File: config.mk
export PLATFORM = sky130hd
export DESIGN_NAME = counter_modulo
export DESIGN_NICKNAME = d
export VERILOG_FILES = /design/src/rtl/counter_modulo.sv
export SDC_FILE = /design/constraint.sdc
export NUM_CORES = 1
export LEC_CHECK = 0
export BUFFER_PORTS_ARGS = -buffer_cell sky130_fd_sc_hd__buf_4
export CAP_MARGIN = 20
export CORE_ASPECT_RATIO = 0.75
export CORE_MARGIN = 2
export CORE_UTILIZATION = 55
export DETAILED_ROUTE_END_ITERATION = 8
export HOLD_SLACK_MARGIN = 0.05
export PLACE_DENSITY = 0.77
export SLEW_MARGIN = 30
export SYNTH_ARGS = -nofsm -noshare
export SYNTH_HDL_FRONTEND = slang
export SYNTH_SLANG_ARGS = --single-unit
File: constraint.sdc
create_clock -name clk -period 6.36 [get_ports clk]
set_clock_uncertainty 0.1 [all_clocks]
set_input_delay 0.318 -clock clk [delete_from_list [all_inputs] [get_ports clk]]
set_output_delay 0.318 -clock clk [all_outputs]
set_load 0.01 [all_outputs]
File: src/rtl/counter_modulo.sv
// counter_modulo: up/down modulo counter with run-time step and bound.
//
// Counts within 0..max. Supports wrap (modulo max+1) or saturate at the
// bounds, a synchronous parallel load (clamped to max), a registered
// one-cycle wrap pulse and a sticky overflow flag.
//
// Ports:
//   clk      - clock, all state updates on posedge
//   rst      - asynchronous reset, active low
//   en       - count enable, one step per enabled cycle
//   up       - direction: 1 = increment, 0 = decrement
//   step     - step magnitude (zero-extended)
//   max      - inclusive upper bound
//   sat      - 1 = saturate at bounds, 0 = wrap
//   load     - synchronous load strobe (highest priority)
//   load_val - value to load, clamped to max
//   ovf_clr  - clears the sticky overflow flag (an event in the same cycle wins)
//   count    - registered count
//   wrap     - registered pulse: last update crossed a bound
//   ovf      - sticky: a bound crossing occurred since reset/clear
//   at_max   - combinational count == max
//   at_zero  - combinational count == 0
module counter_modulo #(
  parameter int unsigned WIDTH  = 8,
  parameter int unsigned STEP_W = 4
) (
  input  logic              clk,
  input  logic              rst,
  input  logic              en,
  input  logic              up,
  input  logic [STEP_W-1:0] step,
  input  logic [WIDTH-1:0]  max,
  input  logic              sat,
  input  logic              load,
  input  logic [WIDTH-1:0]  load_val,
  input  logic              ovf_clr,
  output logic [WIDTH-1:0]  count,
  output logic              wrap,
  output logic              ovf,
  output logic              at_max,
  output logic              at_zero
);

  // One extra bit so sums and count+max+1 never truncate.
  logic [WIDTH:0]   cnt_x;
  logic [WIDTH:0]   max_x;
  logic [WIDTH:0]   step_x;
  logic [WIDTH:0]   max_p1;
  logic [WIDTH:0]   sum;
  logic [WIDTH:0]   next_x;
  logic [WIDTH-1:0] count_nxt;
  logic             event_nxt;

  always_comb begin
    cnt_x     = {1'b0, count};
    max_x     = {1'b0, max};
    step_x    = {{(WIDTH + 1 - STEP_W){1'b0}}, step};
    max_p1    = max_x + {{WIDTH{1'b0}}, 1'b1};
    sum       = cnt_x + step_x;
    next_x    = cnt_x;
    event_nxt = 1'b0;

    if (load) begin
      next_x = (load_val > max) ? max_x : {1'b0, load_val};
    end else if (en && (step_x != '0)) begin
      if (cnt_x > max_x) begin
        // Count left stranded above a lowered bound: snap back into range.
        event_nxt = 1'b1;
        next_x    = (up && !sat) ? '0 : max_x;
      end else if (up) begin
        if (sum > max_x) begin
          event_nxt = 1'b1;
          next_x    = sat ? max_x : (sum - max_p1);
        end else begin
          next_x = sum;
        end
      end else begin
        if (step_x > cnt_x) begin
          event_nxt = 1'b1;
          next_x    = sat ? '0 : (cnt_x + max_p1 - step_x);
        end else begin
          next_x = cnt_x - step_x;
        end
      end
    end

    // An illegal step (> max+1) may leave a result above max; it is simply
    // truncated here and recovered by the out-of-range path next step.
    count_nxt = next_x[WIDTH-1:0];
  end

  always_ff @(posedge clk or negedge rst) begin
    if (!rst) begin
      count <= '0;
      wrap  <= 1'b0;
      ovf   <= 1'b0;
    end else begin
      count <= count_nxt;
      wrap  <= event_nxt;
      ovf   <= event_nxt | (ovf & ~ovf_clr);
    end
  end

  assign at_max  = (count == max);
  assign at_zero = (count == '0);

endmodule

* After elaboration in Yosys (flattened, before gate mapping)
Index checks and enable logic that the tools add are counted.
** Word-level totals
- Bits in registers :: 10
- Bits of input ports :: 27
- Word-level logic and storage cells :: 39
** Operators by class
- $add $sub $neg :: 6
- $lt $le $gt $ge :: 4
- Equality and inequality tests :: 1
- Muxes and demuxes :: 16
- Bitwise operators :: 3
- Reductions and logical operators :: 6
** Operators by type and width (count)
- 8-bit two-way mux :: 10
- 8-bit greater-than comparator :: 2
- 8-bit by 4-bit subtractor with 8-bit output :: 2
- 8-bit by 4-bit adder with 9-bit output :: 1
- 9-bit by 8-bit greater-than comparator with 1-bit output :: 1
- 8-bit by 1-bit adder with 8-bit output (second input constant) :: 1
- 8-bit adder :: 1
- 8-bit == test :: 1
- 4-bit by 8-bit greater-than comparator with 1-bit output :: 1
- 8-bit zero test :: 1
- 8-bit subtractor :: 1
- 1-bit two-way mux :: 6
- 4-bit nonzero test :: 1
- 1-bit logical AND :: 2
- 2-bit nonzero test :: 1
- 1-bit bitwise AND :: 1
- 1-bit zero test :: 1
- 1-bit inverter :: 1
- 1-bit bitwise OR :: 1

* Longest topological paths before layout
- Depth in word-level cells :: 9
- Depth in mapped cells :: 19
- Mapped depth without buffers :: 17

* Least setup slack after synthesis
Ideal clock, no wire load.
- Path kind :: register to register
- Start point :: reg count[2]
- End point :: reg count[3]
- Arrival time :: 3653 ps
- Setup slack :: 2478 ps
- Cell stages (with the launch flop) :: 16
- Cells stage by stage :: dfrtp_1 -> ha_1 -> buf_6 -> or3b_4 -> a31oi_4 -> o2111ai_2 -> xnor2_2 -> ha_1 -> and3_1 -> a221oi_1 -> a21oi_1 -> a31oi_1 -> buf_2 -> mux2_2 -> a221oi_1 -> o31ai_1
** Between the ends
- Word-level cells in the longest chain between the ends :: 8
- Elaborated cells between the ends (all ways) :: 16
- Classes of those cells :: 5 x add/sub; 3 x order compare; 8 x mux
** Ends and longest elaborated chain
- from (decl) :: line 37 : output logic [WIDTH-1:0] count,
- from (signal assigned) :: line 98 : count <= count_nxt;
- 8-bit adder or 8-bit by 4-bit adder with 9-bit output (tied branches) :: line 80, 59
- 8-bit by 4-bit subtractor with 8-bit output or 8-bit subtractor (tied branches) :: line 80, 73
- 8-bit two-way mux, on equally long branches :: line 80, 73
- 8-bit two-way mux, on equally long branches :: line 78, 71
- 8-bit two-way mux :: line 70 : end else if (up) begin
- 8-bit two-way mux (*) :: line 66 : if (cnt_x > max_x) begin
- 8-bit two-way mux (*) :: line 65 : end else if (en && (step_x != '0)) begin
- 8-bit two-way mux (*) :: line 63 : if (load) begin
Every way passes the cells marked *; elsewhere a longest branch is shown, timed or not. The select of a mux whose other input is x is not followed.
A chain may end at the register's enable or synchronous reset.

* Worst setup path after layout
Same ends and word-level chain as after synthesis.

==> impl_metrics.ini <==
[sta]
holdWs_ns = 0.257
max_freq_ghz = 0.236
slew_headroom_pct = 35.8
fin_crit_ns = 4.24
tightest_slew_ns = 0.962
tns_ns = 0
finalHoldViolCount = 0
setup_viol = 0
rsz0062_at_grt = false
slew_viol_final = 0
period_share_pct = 66.6

[floorplanning]
die_w_um = 86.8
die_h_um = 66.1
fp.dieArea_mm2 = 0.00573
ios = 39
num_rows = 22
start_util_pct = 57.4
coreArea_mm2 = 0.00493

[yosys]
async_reset_ff_share_pct = 100
syn_area_mm2 = 0.00283
yosys-top-cells-area = ha_1 (23%), dfrtp_1 (8.9%), inv_1 (5.8%)
ys_dominant_reg_cell = dfrtp_1
synth.yosys.seq_area_share_pct = 8.85
synth_area_per_cell_um2 = 7.81
yosys.area.top_type = ha_1
synth_most_common_cell = ha_1
synthCells = 362
syn_nets = 447
yosys_warnings = 0
synth.distinct_cells = 52
synth_top_area_share_pct = 22.6
ys_ff_latch = 10
synth_common_cells = ha_1 (51), inv_1 (44), a21oi_1 (28)
synth_edf_count = 0

[setup_path]
max_stage_delay_ns = 0.47
critPathMaxFanout = 10
rr_worst_depth = 14
worstPathCellList = ha_1 > or3b_4 > a31oi_4 > o21ai_0 > xnor2_1 > ha_1 > and3_1 > a221oi_1 > a21oi_1 > a31oi_1 > buf_4 > mux2_2 > a221oi_1 > o31ai_1
cp_slowest_cell = dfrtp_1
cp-end-kind = flop
cp-start-kind = flop
crit_required_ns = 6.38
crit_family = compound AO/OA/AOI/OAI gates
worst-path-buf-inv = 1
critical_path_class = flop to flop
path_depth = 14
worstPathArrival_ns = 4.26
worst-r2r-setup-slack_ns = 2.12

[clocking]
clock-sinks = 10
clockBufferDepth = 2
cts_resized = 0
cts-root-buf = clkbuf_8
h-tree-depth = 1
clock_latency_ns = 0.24
clkTransAtPathRegs_ns = 0.05
cts_tree = built
cts_inserted_buffers = 3

[power_and_ir_drop]
p_leak_nw = 1.59
total_power_mw = 0.904
vdd_ir_drop_max_mv = 0.138
p_per_area_mw_per_mm2 = 283

[drt]
viasPerCell = 6.24
finalWirelength_um = 8310
drc = 0
final_antenna_net_count = 0
drt_iter0_drc = 450
wire_per_inst_um = 18.4
num_vias = 2819
drtPass1Iterations = 5

[layout]
final_core_util_pct = 64.9
drive_gt1_share_pct = 14.5
area_growth_pct = 13.1
diodes = 0
finalInstanceArea_mm2 = 0.00320
fill_cells = 437
nNetsFinal = 478

[min_path]
hold_class = input pin to flop
hold-path-cell-count = 3

[outcome]
status = completed

[global_routing]
antenna_found_initial = 0
grt_max_degree = 20
grt_pass1_vias = 2667
grt_usage_pct = 29.5
grt_overflow_total = 0
grt_pass1_wl_um = 13200

[job]
max_cap_viol_count = 0

[placement]
dpl-instance-area_mm2 = 0.00313
hpwl_um = 6740
portBuffers = 38
gp_congestion = 0.936
## tightest hold or removal path, cell delays in order
cell and delay [ns]:
buf_4 0.11, inv_1 0.04, a21o_1 0.10
## layout make-up
cell class / instances / area [um^2] / area share (%)
Tap cell: 60 / 75.1 / 2.35
Multi-Input combinational cell: 293 / 2340 / 73.3
Inverter: 45 / 169 / 5.28
Sequential cell: 10 / 250 / 7.83
Timing Repair Buffer: 40 / 303 / 9.47
Clock buffer: 4 / 55.1 / 1.72
## where the power goes
group / internal [mW] / total [mW] / switching, mW
registers: 0.0763 / 0.111 / 0.0344
logic: 0.319 / 0.709 / 0.390
clock network: 0.0548 / 0.0842 / 0.0294
total: 0.450 / 0.904 / 0.454
## sequential cells by signal, indices dropped and copies added (netlist names)
signal,flops
ovf,1
wrap,1
count,8
## kinds of logic (layout without fill, tap and decap cells)
| family | after synthesis | after routing | share of synthesized area [%] |
|---|---|---|---|
| AO/OA/AOI/OAI | 104 | 104 | 25.3 |
| XOR/XNOR | 25 | 25 | 8.50 |
| adder cells (fa/ha/maj) | 58 | 58 | 27.5 |
| buffers and inverters | 59 | 89 | 8.19 |
| flip-flops | 10 | 10 | 8.85 |
| multiplexers | 17 | 17 | 6.29 |
| AND/OR/NAND/NOR | 89 | 89 | 15.4 |
## routing by layer
layer | vias to the layer above | global-route usage (%) | wire, um
met4 | 0 | 3.32 | 138
met5 | - | 0 | 0
met2 | 167 | 45.0 | 3410
met3 | 13 | 6.49 | 833
met1 | 1284 | 43.5 | 3930
li1 | 1355 | - | -
## placed cells by master (no fill, tap or decap), types with 3 or more instances in the layout
master | synthesis | layout
a211oi_1 | 4 | 4
a21o_1 | 9 | 9
a21oi_1 | 28 | 28
a221oi_1 | 6 | 6
a31oi_1 | 3 | 3
and3_1 | 4 | 4
buf_4 | 0 | 39
clkbuf_8 | 0 | 4
dfrtp_1 | 10 | 10
fa_1 | 7 | 7
ha_1 | 51 | 51
inv_1 | 44 | 44
mux2_2 | 6 | 6
mux2i_1 | 11 | 11
nand2_1 | 19 | 19
nand2b_1 | 4 | 4
nand3_1 | 15 | 15
nand4_1 | 3 | 3
nor2_1 | 22 | 22
nor2b_1 | 8 | 8
nor3_1 | 10 | 10
o21a_1 | 6 | 6
o21ai_0 | 18 | 18
o21bai_1 | 4 | 4
o31a_1 | 3 | 3
o31ai_1 | 4 | 4
xnor2_1 | 18 | 18
xor2_1 | 5 | 5
## final timing paths
kind,start,end
min in group asynchronous,rst,count[7]
hold / removal,ovf_clr,ovf
max in group asynchronous,rst,wrap
hold reg to reg,ovf,ovf
setup / recovery,count[2],count[3]
setup reg to reg,count[2],count[3]
## what timing repair did
item / CTS / global route
setup buffers: 0 / 0
endpoints found under the hold margin: 10 / 0
hold buffers: 1 / 0
## through the flow
stage | std cells | setup slack, ns
2_1_floorplan | 362 | 2.48
3_3_place_gp | 447 | 2.32
3_5_place_dp | 447 | 2.19
4_1_cts | 452 | 2.17
5_1_grt | 452 | 1.95
6_report | 452 | 2.12
(Power assumes the default switching activity.)
